## src/rtl/i2s_pkg.sv

```systemverilog
// Shared types for the I2S capture block: default word width, channel
// encoding and the {left, right} frame layout.
package i2s_pkg;

  localparam int DATA_W_DEF = 16;

  typedef enum logic {
    LEFT  = 1'b0,
    RIGHT = 1'b1
  } chan_e;

  typedef struct packed {
    logic [DATA_W_DEF-1:0] left;
    logic [DATA_W_DEF-1:0] right;
  } frame_t;

endpackage

```

## src/rtl/i2s_capture_fifo.sv

```systemverilog
// Output buffer for captured frames: a DEPTH-entry FIFO, or a single holding
// register when DEPTH is 1. Owns the sticky overrun flag.
module i2s_capture_fifo #(
  parameter int WIDTH = 32,
  parameter int DEPTH = 4
) (
  input  logic             clk,
  input  logic             n_reset,
  input  logic             push,
  input  logic [WIDTH-1:0] push_data,
  output logic [WIDTH-1:0] data,
  output logic             valid,
  input  logic             ready,
  input  logic             ovr_clr,
  output logic             overrun
);

  // valid/ready: a frame moves in every cycle where valid and ready are both
  // high; data is held stable while valid is high and ready is low.
  logic pop;
  logic full;

  assign pop = valid & ready;

  generate
    if (DEPTH == 1) begin : g_reg
      assign full = valid;

      always_ff @(posedge clk or negedge n_reset) begin
        if (!n_reset) begin
          data  <= '0;
          valid <= 1'b0;
        end else if (push && (!valid || pop)) begin
          data  <= push_data;
          valid <= 1'b1;
        end else if (pop) begin
          valid <= 1'b0;
        end
      end
    end else begin : g_fifo
      localparam int AW = $clog2(DEPTH);

      logic [WIDTH-1:0] mem [DEPTH];
      logic [AW-1:0]    wr_ptr;
      logic [AW-1:0]    rd_ptr;
      logic [AW:0]      count;
      logic             wr_en;

      assign full  = (count == (AW+1)'(DEPTH));
      // A pop frees the slot in the same cycle, so a full FIFO still accepts.
      assign wr_en = push && (!full || pop);
      assign data  = mem[rd_ptr];
      assign valid = (count != '0);

      always_ff @(posedge clk or negedge n_reset) begin
        if (!n_reset) begin
          for (int i = 0; i < DEPTH; i++) mem[i] <= '0;
          wr_ptr <= '0;
          rd_ptr <= '0;
          count  <= '0;
        end else begin
          if (wr_en) begin
            mem[wr_ptr] <= push_data;
            wr_ptr      <= wr_ptr + 1'b1;
          end
          if (pop) rd_ptr <= rd_ptr + 1'b1;
          if (wr_en && !pop)      count <= count + 1'b1;
          else if (!wr_en && pop) count <= count - 1'b1;
        end
      end
    end
  endgenerate

  // A drop outranks a simultaneous clear.
  always_ff @(posedge clk or negedge n_reset) begin
    if (!n_reset)                 overrun <= 1'b0;
    else if (push && full && !pop) overrun <= 1'b1;
    else if (ovr_clr)              overrun <= 1'b0;
  end

endmodule

```

## src/rtl/i2s_capture.sv

```systemverilog
// Philips I2S receiver: synchronises bclk/lrclk/sd into clk, assembles
// {left, right} frames and buffers them. Define I2S_CAPTURE_FIFO_EN for a
// FIFO_DEPTH-entry output FIFO; otherwise a single holding register is used.
module i2s_capture
  import i2s_pkg::*;
#(
  parameter int DATA_W      = DATA_W_DEF,
  parameter int SYNC_STAGES = 2,
  parameter int FIFO_DEPTH  = 4
) (
  input  logic                clk,
  input  logic                n_reset,
  input  logic                i2s_bclk,
  input  logic                i2s_lrclk,
  input  logic                i2s_sd,
  output logic [2*DATA_W-1:0] sample_data,
  output logic                sample_valid,
  input  logic                sample_ready,
  input  logic                ovr_clr,
  output logic                overrun,
  output logic                frame_err
);

  localparam int CNT_W = $clog2(DATA_W) + 1;
`ifdef I2S_CAPTURE_FIFO_EN
  localparam int BUF_DEPTH = FIFO_DEPTH;
`else
  localparam int BUF_DEPTH = 1;
`endif

  logic [SYNC_STAGES-1:0][2:0] sync_q;
  logic                bclk_s, lr_s, sd_s;
  logic                bclk_q;
  logic                rise, close, start;
  chan_e               lr_prev, cur_chan, bit_chan;
  logic [CNT_W-1:0]    bit_cnt;
  logic [DATA_W-1:0]   shreg, msb_bit;
  logic                word_ok;
  logic [DATA_W-1:0]   held_left;
  logic                held_valid;
  logic                push_q;
  logic [2*DATA_W-1:0] push_data;

  always_ff @(posedge clk or negedge n_reset) begin
    if (!n_reset) sync_q <= '0;
    else          sync_q <= {sync_q[SYNC_STAGES-2:0], {i2s_bclk, i2s_lrclk, i2s_sd}};
  end

  assign bclk_s   = sync_q[SYNC_STAGES-1][2];
  assign lr_s     = sync_q[SYNC_STAGES-1][1];
  assign sd_s     = sync_q[SYNC_STAGES-1][0];
  assign rise     = bclk_s & ~bclk_q;
  // Philips delay: this bit belongs to the channel seen one rise earlier.
  assign bit_chan = lr_prev;
  assign close    = rise && (bit_cnt != '0) && (bit_chan != cur_chan);
  assign start    = close || (bit_cnt == '0);
  assign msb_bit  = {sd_s, {(DATA_W-1){1'b0}}};
  // The first close after reset ends a word of unknown start, so it is
  // dropped silently rather than flagged.
  assign frame_err = close && word_ok && (bit_cnt != CNT_W'(DATA_W));

  always_ff @(posedge clk or negedge n_reset) begin
    if (!n_reset) begin
      bclk_q     <= 1'b0;
      lr_prev    <= LEFT;
      cur_chan   <= LEFT;
      bit_cnt    <= '0;
      shreg      <= '0;
      word_ok    <= 1'b0;
      held_left  <= '0;
      held_valid <= 1'b0;
      push_q     <= 1'b0;
      push_data  <= '0;
    end else begin
      bclk_q <= bclk_s;
      push_q <= 1'b0;
      if (rise) begin
        lr_prev  <= chan_e'(lr_s);
        cur_chan <= bit_chan;
        if (start) begin
          shreg   <= msb_bit;
          bit_cnt <= CNT_W'(1);
        end else begin
          // Bits beyond DATA_W shift out of range and are dropped.
          shreg <= shreg | (msb_bit >> bit_cnt);
          if (bit_cnt != '1) bit_cnt <= bit_cnt + 1'b1;
        end
        if (close) begin
          word_ok <= 1'b1;
          if (word_ok) begin
            if (cur_chan == LEFT) begin
              held_left  <= shreg;
              held_valid <= 1'b1;
            end else if (held_valid) begin
              push_q     <= 1'b1;
              push_data  <= {held_left, shreg};
              held_valid <= 1'b0;
            end
          end
        end
      end
    end
  end

  i2s_capture_fifo #(
    .WIDTH(2*DATA_W),
    .DEPTH(BUF_DEPTH)
  ) u_fifo (
    .clk      (clk),
    .n_reset  (n_reset),
    .push     (push_q),
    .push_data(push_data),
    .data     (sample_data),
    .valid    (sample_valid),
    .ready    (sample_ready),
    .ovr_clr  (ovr_clr),
    .overrun  (overrun)
  );

endmodule
```

## config.mk

```make
export PLATFORM = sky130hd
export DESIGN_NAME = i2s_capture
export DESIGN_NICKNAME = d
export VERILOG_FILES = /design/src/rtl/i2s_pkg.sv /design/src/rtl/i2s_capture_fifo.sv /design/src/rtl/i2s_capture.sv
export SDC_FILE = /design/constraint.sdc
export NUM_CORES = 1
export LEC_CHECK = 0
export BUFFER_PORTS_ARGS = -buffer_cell sky130_fd_sc_hd__buf_2
export CORE_MARGIN = 2
export CORE_UTILIZATION = 25
export CTS_CLUSTER_DIAMETER = 100
export DETAILED_ROUTE_END_ITERATION = 10
export GPL_ROUTABILITY_DRIVEN = 0
export GPL_TIMING_DRIVEN = 0
export HOLD_SLACK_MARGIN = 0.05
export PLACE_DENSITY = 0.47
export SLEW_MARGIN = 10
export SYNTH_ARGS = -nofsm -noshare
export SYNTH_HDL_FRONTEND = slang
export SYNTH_SLANG_ARGS = --single-unit
```

## constraint.sdc

```tcl
create_clock -name clk -period 1.91 [get_ports clk]
set_input_delay 0 -clock clk [delete_from_list [all_inputs] [get_ports clk]]
set_output_delay 0 -clock clk [all_outputs]
set_load 0.05 [all_outputs]
```

# Word-level counts from Yosys, hierarchy flattened
# Cells that the tools add are included.
[totals] ff_bits=115 latch_bits=0 ramBits=0 mem_bits_ro=0 input_bits=7 output_inout_bits=35 elab_cells=59 n_memories=0
[op_classes] addsub=1 multipliers=0 n_div=0 magnitude_cmp=0 eq_ne=3 shifts=1 muxes=13 n_bitwise=5 reduce_logical=21
[op_table] operator="2-to-1 mux 16 bit" count=1
[op_table] operator="bitwise OR 16 bit" count=1
[op_table] operator=">> shifter 16 x 5 -> 16 bit" count=1
[op_table] operator="2-to-1 mux 1 bit" count=10
[op_table] operator="2-to-1 mux 5 bit" count=2
[op_table] operator="inequality test 5 bit, second input constant" count=2
[op_table] operator="logical AND 1 bit" count=7
[op_table] operator="nonzero test 2 bit" count=3
[op_table] operator="adder 5 x 1 -> 5 bit, second input constant" count=1
[op_table] operator="zero test 5 bit" count=1
[op_table] operator="AND reduction 5 bit" count=1
[op_table] operator="nonzero test 5 bit" count=1
[op_table] operator="AND reduction 2 bit" count=2
[op_table] operator="AND reduction 4 bit" count=1
[op_table] operator="AND reduction 3 bit" count=1
[op_table] operator="bitwise AND 1 bit" count=2
[op_table] operator="zero test 1 bit" count=2
[op_table] operator="logical OR 1 bit" count=2
[op_table] operator="NOT 1 bit" count=2
[op_table] operator="inequality test 1 bit" count=1

# Longest topological paths before layout
# Gate-level depths: netlist of run 1.
[logic_depth] ltp_word=7 ltp_mapped=7 mapped_depth_nobuf=6

# Cells and area by module
# Synthesis of run 1 repeated with hierarchy kept, for this count alone.
[unflattened] cells_unflattened=301 hier_area_um2=4777.1
[by_module_without_submodules] mod="i2s_capture" n_inst=1 cells_per_inst=226 area_per_inst_um2=3350.7 seq_area_each_um2=2026.9
[by_module_without_submodules] mod="i2s_capture_fifo" n_inst=1 cells_per_inst=75 area_per_inst_um2=1426.4 seq_area_each_um2=850.8

# Worst setup path before layout of run 1
# Ideal clock, no wire load.
[synth_timing] path_type="flip-flop to flip-flop" startpoint="register bit_cnt[0]" endpoint="register held_left[10]" setup_ns=0.125 t_arrival_ns=1.820 required_time_ns=1.785 slack_ns=-0.035 stages_incl_launch_ff=8 path_buffers=2 period_less_slack_ns=1.945 path_cell_list="dfrtp_1 inv_1 ha_1 or4b_1 buf_6 nand3_4 buf_12 mux2_4"
[synth_between] elab_chain_cells=4
[synth_rtl] element="from (decl)" line_no="i2s_capture.sv:36" rtl="logic [CNT_W-1:0] bit_cnt;"
[synth_rtl] element="from (signal assigned)" line_no="i2s_capture.sv:86" rtl="if (bit_cnt != '1) bit_cnt <= bit_cnt + 1'b1;"
[synth_rtl] element="nonzero test 5 bit" line_no="i2s_capture.sv:55" rtl="assign close = rise && (bit_cnt != '0) && (bit_chan != cur_chan);"
[synth_rtl] element="logical AND 1 bit (2 in series)" line_no="i2s_capture.sv:55"
[synth_rtl] element="AND reduction 4 bit (no source line)"
[synth_rtl] element="to (signal assigned)" line_no="i2s_capture.sv:92" rtl="held_left <= shreg;"
[synth_rtl] element="to (decl)" line_no="i2s_capture.sv:39" rtl="logic [DATA_W-1:0] held_left;"
# Every way passes these cells.
# A chain may end at the register's enable or synchronous reset.

# Worst setup path in the final report of run 1
[layout_timing] startpoint="register bit_cnt[0]" endpoint="register held_left[5]"
# The elaborated chain is that of the path after synthesis.

==> run summary, run 1 <==
42 I/O pins were placed. The tools report the endpoint kind of the worst setup timing path as a flop. After synthesis, the largest family of logic cells by area is multiplexers. Setup repair after global routing could not meet its margin everywhere. The tools report the clock sink total as 115.

Share of layout cells above drive strength 1: 0.4759. The ratio of routed vias to standard cells was 4.290; the number of levels the H-tree was split into was 4. In the post-synthesis netlist, the biggest area contributors are sky130_fd_sc_hd__dfrtp_1 (63%), sky130_fd_sc_hd__mux2_2 (17%), sky130_fd_sc_hd__mux2_4 (3.3%), sky130_fd_sc_hd__a31oi_1 (2.2%), sky130_fd_sc_hd__nor2_1 (1.5%).

The fraction of the mapped netlist area in simple logic gates came out at 0.06709. The run gives 15,540 µm as the global-route wire length before repair. The area growth from synthesis to final layout is 30.68%. STA puts the critical path data arrival time at 2170 ps. The number of global-route vias before repair was 2,858; the required arrival time at the worst endpoint was 2200 ps.

The DRC violations left was 0. The tools report the number of vias after detailed routing as 2,677. Dividing the detail-routed wire length by the instance count gives 14.97 µm. Counting cells, the worst reg-to-reg path comes to 6. The maximum ir drop on the vdd rail came out at 0.6953 mV.

The count of endpoints failing hold in the final timing report was 0. The critical path in this run is classified as reg2reg. The mux cell area share after synthesis came out at 0.2084. The tools report the final count of pins violating max slew as 0.

The starting density of the core is 0.2542, and the global routing usage summed across all routing layers is 0.1031. The x dimension of the die was 138.9 µm. Port buffering added 41 buffers. After global routing the overflow that remains totals 0.

The flip-flop cell with the highest count after synthesis was sky130_fd_sc_hd__dfrtp_1. Leaving out fill and tap cells, the most frequent cell in the layout is sky130_fd_sc_hd__dfrtp_1. The post-route fraction of the period consumed by the critical path is 0.9853. TritonCTS built the clock tree.

Final worst clock skew: 7.297 ps. The xor-xnor portion of the synthesized cell area was 0.003849; the share of power burned in the clock network was 0.411. In the layout the commonest cells are sky130_fd_sc_hd__dfrtp_1 (111), sky130_fd_sc_hd__mux2_2 (64), sky130_fd_sc_hd__buf_2 (41), sky130_fd_sc_hd__nor2_1 (18), sky130_fd_sc_hd__clkbuf_16 (18).

For this design the ratio of total power to cell area is 1277 nW/µm². The share of async-settable or async-resettable flops after synthesis was 1.000. The static power due to leakage was 3.003 nW; the number of warning messages in the yosys log was 0.

The adder and majority cell fraction of the synthesized area is 0.008249. Number of flops mapped to enable cells by yosys: 0. The die boundary height is 138.9 µm. For the half-perimeter wire length of the detailed placement result, the log shows 5974 µm.

The total of endpoints with negative setup slack in the final report was 0; the total of max-cap violations was 0. Counting every instance in the synthesized netlist gives 302. The die covers 19,300 µm². Internal power comes to 5.479 mW.

The min-delay analysis places its worst path in the category in2async. The minimum period implied by the final worst setup slack came out at 1882 ps. The tree is rooted in a sky130_fd_sc_hd__clkbuf_16. The first-pass detailed-route iteration total is 4, and the minimum setup slack after placement is -325.1 ps.

The number of design-rule violations left by the first detailed-router iteration is 79. For this design the total switching power over the nets is 2.114 mW. The fraction of power consumed by sequential logic is 0.406, and the peak fanout along the critical path is 6. The later pin in the worst-skew pair is clocked with a latency of 410 ps.

The run gives 0.5193 as the worst relative slew slack. Yosys mapped the design onto 45 distinct sky130hd cell types. Timing would allow up to 531.4 MHz. The run finished with clean final reports. The clock transition at the register clock pins on the worst setup and hold paths after CTS was 50 ps; the residual antenna-violating net count after detailed routing was 0.

The post-layout worst setup margin is 28.04 ps, and the average instance area after synthesis is 15.07 µm². The number of clock buffers inserted by TritonCTS is 17, and the pin slew with the least headroom to its limit is 721.0 ps. For the overall power of the completed layout, the log shows 7.593 mW. The number of nets in the finished design is 392. In this run, synthesis produced a sequential element count of 115.

The row count is 49. 0 antenna diodes ended up in the layout. The run gives 0.6324 as the proportion of synthesized chip area in sequential cells. The tools report the initial antenna violation count as 0. The maximum number of buffers from clock root to sink was 2.

Summing every instance area after synthesis gives 4551 µm². The biggest area contributor in the post-synthesis netlist is sky130_fd_sc_hd__dfrtp_1. The fraction of synthesized cell area taken by the top area cell type came out at 0.6324. Entering global routing, the biggest net connects 61 pins.

Synthesis produced a netlist with a net count of 312. The core region is 17,900 µm². STA classifies the critical path startpoint as a flop. The switching power share of the total is 0.2784. The fraction of the mapped netlist area in compound gates came out at 0.05142. The logs give 0.182 for the share of total power in combinational logic and 9339 µm for the total length of routed wires.
worst max-delay path, stage by stage (launching register included):
cell and delay [ps]:
sky130_fd_sc_hd__dfrtp_2 400, sky130_fd_sc_hd__inv_2 80, sky130_fd_sc_hd__ha_4 140, sky130_fd_sc_hd__or4b_4 510, sky130_fd_sc_hd__nand3_4 180, sky130_fd_sc_hd__buf_8 160
sky130_fd_sc_hd__mux2_4 300
per-stage QoR:
stage	setup TNS, ps	utilization	instances	hold WS [ps]	instance area [µm²]
3_3_place_gp	-78380	0.2826	572	116.4	5059
5_1_grt	-159.8	0.3322	624	178.7	5947
6_report	0	0.3322	624	122.2	5947
3_5_place_dp	-10980	0.2845	573	16.15	5092
4_1_cts	-13.64	0.3281	622	154.2	5873
2_1_floorplan	0	-	302	-295.6	4567
kinds of logic after synthesis:
group	Yosys count
flip-flops	115
multiplexers	81
AO/OA/AOI/OAI	34
adder cells (fa/ha/maj)	3
buffers and inverters	21
AND/OR/NAND/NOR	46
XOR/XNOR	2
final cells by class:
cell class                      instances  area (µm²)
Sequential cell                       115        2883
Timing Repair Buffer                   63       462.9
Multi-Input combinational cell        166        1604
Inverter                                9       33.78
Clock inverter                          9       102.6
Buffer                                 10       86.33
Fill cell                            1777       11960
Tap cell                              229       286.5
Clock buffer                           23       488.0
state kept, by name (all words and copies together), names as in the netlist, 3 cells and up:
name and cells:
push_data 32, u_fifo.data 32, held_left 16, shreg 16
bit_cnt 5, sync_q 3
worst paths after layout:
check | slack [ps] | end | start
max in group asynchronous | 1090 | bit_cnt[1] | n_reset
worst min register to register | 350 | msb_bit[15] | sync_q[0]
worst min-delay path | 120 | u_fifo.data[18] | n_reset
worst max register to register | 30 | held_left[5] | bit_cnt[0]
min in group clk | 230 | sync_q[1] | i2s_lrclk
worst max-delay path | 30 | held_left[5] | bit_cnt[0]
synth_stat cells (2+ instances only):
| master | number |
|---|---|
| sky130_fd_sc_hd__a21oi_1 | 2 |
| sky130_fd_sc_hd__a31oi_1 | 16 |
| sky130_fd_sc_hd__and3_1 | 4 |
| sky130_fd_sc_hd__and3b_1 | 2 |
| sky130_fd_sc_hd__buf_1 | 3 |
| sky130_fd_sc_hd__buf_6 | 4 |
| sky130_fd_sc_hd__clkbuf_1 | 2 |
| sky130_fd_sc_hd__dfrtp_1 | 115 |
| sky130_fd_sc_hd__ha_1 | 3 |
| sky130_fd_sc_hd__inv_1 | 9 |
| sky130_fd_sc_hd__mux2_2 | 70 |
| sky130_fd_sc_hd__mux2_4 | 10 |
| sky130_fd_sc_hd__nand2_1 | 4 |
| sky130_fd_sc_hd__nand2b_1 | 2 |
| sky130_fd_sc_hd__nand4b_1 | 2 |
| sky130_fd_sc_hd__nor2_1 | 18 |
| sky130_fd_sc_hd__nor2b_1 | 2 |
| sky130_fd_sc_hd__nor4b_4 | 2 |
| sky130_fd_sc_hd__o211ai_1 | 2 |
| sky130_fd_sc_hd__o21ai_0 | 5 |
power groups by stage:
stage	clock network [mW]	registers (mW)	logic, mW
floorplan	0	3.23	0.747
global placement	0	3.13	1.19
detailed placement	0	3.15	1.22
CTS	3.20	3.09	1.35
global route	3.32	3.14	1.50
finish	3.12	3.09	1.38
routing by layer:
| layer | share of wire | vias up | global-route usage |
|---|---|---|---|
| met3 | 0.041 | 14 | 0.03419 |
| li1 | - | 1252 | - |
| met5 | 0 | - | 0 |
| met4 | 0.020 | 0 | 0.05263 |
| met1 | 0.47 | 1368 | 0.1317 |
| met2 | 0.47 | 43 | 0.1566 |
repair_timing:
action	in CTS	in global routing
pin swaps	2	4
endpoints found under the setup margin	62	42
cloned	1	1
buffers inserted	10	3
endpoints found under the hold margin	73	0
resized for setup	9	11
hold buffers	7	0
Note: power is estimated with default switching activity, not from simulation.
==> run 2: changes to the inputs <==
Settings changed: PLACE_DENSITY 0.47 to 0.46, REMOVE_ABC_BUFFERS set to 1, SYNTH_HIERARCHICAL set to 1.
==> run 2 against run 1 <==
Effect of this change: the run now ends with setup timing left; total power shrank 5.2%; critical path type unchanged; utilization shrank 0.68 points; setup slack lost 43 ps.
==> run summary, run 2 <==
The total length of routed wires came out at 8828 µm (-5.5%). The number of warning messages in the yosys log is 6 (+6). The cell area after synthesis is 4777 µm² (+5.0%), and the residual antenna-violating net count after detailed routing is 0 (unchanged). The number of design-rule violations left by the first detailed-router iteration was 138 (+75%). The number of filler instances in the final layout was 1,803 (+1.5%). The run gives 384 (-2.0%) as the number of nets in the finished design. The number of vias after detailed routing was 2,597 (-3.0%); the average instance area after synthesis was 15.87 µm² (+5.3%).

The starting density of the core is 0.2554 (+0.001191), and the share of layout cells above drive strength 1 is 0.4883 (+0.01236). The run gives 0.4307 (-0.08859) as the worst relative slew slack. The floorplan die area was 20,230 µm² (+4.8%). The x dimension of the die was 142.2 µm (+2.4%). The required arrival time at the worst endpoint came out at 2200 ps (about the same). Traced cell by cell, the critical path runs through ha_2, and3_4, ha_4, or4b_4, mux2_2. For the row count, the log shows 50 (+2.0%). The tools report the insertion delay to the later sink of the worst-skew pair as 410 ps (about the same). The per-cell routed wire length is 14.26 µm (-4.7%), and the post-layout instance area is 6087 µm² (+2.4%). Share of async-settable or async-resettable flops after synthesis: 1.000 (unchanged).

The count of mapped cells out of synthesis was 301 (-0.33%); the highest attainable clock frequency was 519.6 MHz (-2.2%). In this run the critical register-to-register path is launched from bit_cnt[1]. The checks that failed: setup timing. The most frequently used cell type in the post-synthesis netlist is sky130_fd_sc_hd__dfrtp_1. The global routing usage summed across all routing layers is 0.09519 (-0.007945). The count of endpoints failing hold in the final timing report came out at 0 (unchanged). On the critical path, the stage with the largest delay is an instance of sky130_fd_sc_hd__or4b_4. The worst reg-to-reg path cell count is 5 (-1).

The type of the most critical hold path was in2async. The global-route wire length before repair is 14,750 µm (-5.1%). The combined flip-flop and latch cell area is 2880 µm² (about the same). The initial antenna violation count is 0 (unchanged), and the number of cells in the finished layout apart from fillers is 619 (-0.80%). The multi-input logic area is 1785 µm² (+11%). STA classifies the critical path endpoint as a flop. The tools report the final count of pins violating max slew as 0 (unchanged). The number of inserted diodes is 0 (unchanged).

The most used flip-flop cell after synthesis is sky130_fd_sc_hd__dfrtp_1. The logs give 0 (unchanged) for the remaining global-route overflow and 5185 µm² (+1.8%) for the post-detailed-placement cell area. The logs give 0.3520 mV (-49%) for the maximum ir drop on the vdd rail and 4 (unchanged) for the first-pass detailed-route iteration total. The count of boundary I/O pins was 42 (unchanged); the largest incremental delay on the critical path was 550 ps (+40 ps). The tools report the arrival time of data at the critical path endpoint as 2220 ps (+50 ps). The total of max-cap violations was 0 (unchanged). The clock sink total is 115 (unchanged), and the clock transition at the register clock pins on the worst setup and hold paths after CTS is 50 ps (about the same).

The die boundary height was 142.2 µm (+2.4%). The flow ran to the end, but the final reports show violations. The number of cells in the design after placement was 567 (-1.0%); the count of input and output buffers was 41 (unchanged). For the total of endpoints with negative setup slack in the final report, the log shows 1 (+1). The tools report the final worst clock skew as 9.633 ps (+2.336 ps). The pin slew with the least headroom to its limit came out at 841.8 ps (+120.8 ps). The top cell types in the final layout, fill and taps aside, are sky130_fd_sc_hd__dfrtp_1 (113), sky130_fd_sc_hd__mux2_4 (56), sky130_fd_sc_hd__buf_2 (39), sky130_fd_sc_hd__mux2_2 (24). The worst hold-check slack is 77.71 ps (-44.54 ps). The number of levels the H-tree was split into was 4 (unchanged); the fraction of synthesized cell area taken by the top area cell type was 0.6024 (-0.02998).

The proportion of synthesized chip area in sequential cells is 0.6024 (-0.02998), and the placeable core region is 18,710 µm² (+4.5%). The final standard cell utilization of the core was 0.3254 (-0.006774); the post-route fraction of the period consumed by the critical path was 1.008 (+0.02229). The power density over the cells came out at 1182 nW/µm² (-7.4%).

The setup slack on the worst flop-to-flop path came out at -10 ps (-40 ps). The maximum number of buffers from clock root to sink was 2 (unchanged); the setup total negative slack was -14.53 ps (-14.53 ps). Most common library cell in the layout ignoring fill and taps: sky130_fd_sc_hd__dfrtp_1. Number of flops mapped to enable cells by yosys: 0 (unchanged). The logs give 79 (+30%) for the largest net degree at the start of global routing and 40 (-11%) for the count of distinct cell types in the synthesized netlist.

The root buffer cell chosen for the clock tree is sky130_fd_sc_hd__clkbuf_16. Static power due to leakage: 3.098 nW (+3.2%). The number of global-route vias before repair is 2,796 (-2.2%), and the number of synthesized register bits is 115 (unchanged).

TritonCTS built the clock tree. The biggest area contributor in the post-synthesis netlist is sky130_fd_sc_hd__dfrtp_1. The endpoint identified for the worst register-to-register timing path is bit_cnt[0]. The minimum period implied by the final worst setup slack works out to 1925 ps (+42.57 ps). In this run the worst setup path terminates at bit_cnt[0]. The commonest cells after synthesis are sky130_fd_sc_hd__dfrtp_1 (115), sky130_fd_sc_hd__mux2_4 (50), sky130_fd_sc_hd__mux2_2 (30), sky130_fd_sc_hd__a31oi_1 (18), sky130_fd_sc_hd__nor2_1 (17). The area growth from synthesis to final layout was 27.42%. The largest registers in the layout are push_data: 32 flops, u_fifo/data: 32 flops. The most critical setup path has its startpoint at bit_cnt[1]. Setup repair after global routing could not meet its margin everywhere.

The run gives 17 (unchanged) as the number of clock buffers inserted by TritonCTS. Sorting the synthesized cells by area gives the leading types as sky130_fd_sc_hd__dfrtp_1 (60%), sky130_fd_sc_hd__mux2_4 (16%), sky130_fd_sc_hd__mux2_2 (7.1%), sky130_fd_sc_hd__a31oi_1 (2.4%), sky130_fd_sc_hd__buf_12 (1.7%). Peak fanout along the critical path: 6 (unchanged). The ratio of routed vias to standard cells works out to 4.195 (-2.2%). The run gives -14.53 ps (-42.57 ps) as the post-layout worst setup margin.

STA classifies the critical path startpoint as a flop. The run gives 5292 µm (-11%) as the half-perimeter wire length of the detailed placement result. Type of the worst setup path: reg2reg. The tools report the DRC violations left as 0 (unchanged).
[run 2: cell count changes in the layout (fill, tap and decap cells not counted), moves of 3 or more]
| cell | delta |
|---|---|
| sky130_fd_sc_hd__mux2_2 | -40 |
| sky130_fd_sc_hd__and3_1 | -3 |
| sky130_fd_sc_hd__mux2_4 | +40 |
| sky130_fd_sc_hd__o22ai_1 | +3 |
| sky130_fd_sc_hd__clkinvlp_4 | -3 |
| sky130_fd_sc_hd__buf_1 | -3 |
[run 2: how the worst min path moves through the flow]
| stage | startpoint | to | slack [ps] | cells after the start |
|---|---|---|---|---|
| finish | n_reset | u_fifo/data[21] | 80 | 2 |
| detailed placement | n_reset | u_fifo/data[21] | -70 | 1 |
| global route | n_reset | push_data[5] | 100 | 2 |
| global placement | i2s_bclk | sync_q[2] | 120 | 1 |
| floorplan | n_reset | bclk_q | -300 | 0 |
| CTS | n_reset | u_fifo/data[21] | 80 | 2 |
[run 2: report_power, final]
part	switching [mW]	internal, mW
Sequential	0.201	2.69
Clock	1.03	2.04
Combinational	0.644	0.592
[run 2: worst max-delay path: cells and delay by family, from the launching register on]
| family | cells | cell delay [ps] |
|---|---|---|
| adder cells (fa/ha/maj) | 2 | 370 |
| flip-flops | 1 | 430 |
| multiplexers | 1 | 270 |
| AND/OR/NAND/NOR | 2 | 740 |
[run 2: layout make-up]
type	count	share of cell area
clock inverters	5	0.01233
well taps	234	0.04810
flip-flops and latches	115	0.4732
clock buffers	25	0.08140
inverters	11	0.006783
multi-input cells	162	0.2933
repair buffers	67	0.08489
[run 2: timing repair]
item	CTS	global route
hold endpoints to repair	120	0
gates cloned	0	1
hold buffers	7	0
pin swaps	3	1
endpoints found under the setup margin	68	27
resized for setup	16	11
buffers inserted	11	3
[run 2: stage by stage]
stage          worst slack [ps]  power (mW)
2_1_floorplan            -826.8       3.667
3_3_place_gp              -1592       3.934
5_1_grt                  -62.12       7.544
6_report                 -14.53       7.197
3_5_place_dp             -502.7       3.969
4_1_cts                   2.970       7.233
[run 2: per-layer routing]
| metal | routed length [µm] | global-route usage |
|---|---|---|
| met1 | 4311 | 0.1233 |
| met2 | 4028 | 0.1406 |
| met5 | 0 | 0 |
| met4 | 106 | 0.04263 |
| met3 | 382 | 0.03701 |
[run 2: cell families after synthesis]
| kind of cell | share of synthesized area |
|---|---|
| multiplexers | 0.2347 |
| flip-flops | 0.6024 |
| adder cells (fa/ha/maj) | 0.007858 |
| AO/OA/AOI/OAI | 0.04191 |
| buffers and inverters | 0.04164 |
| XOR/XNOR | 0.005763 |
| AND/OR/NAND/NOR | 0.06574 |
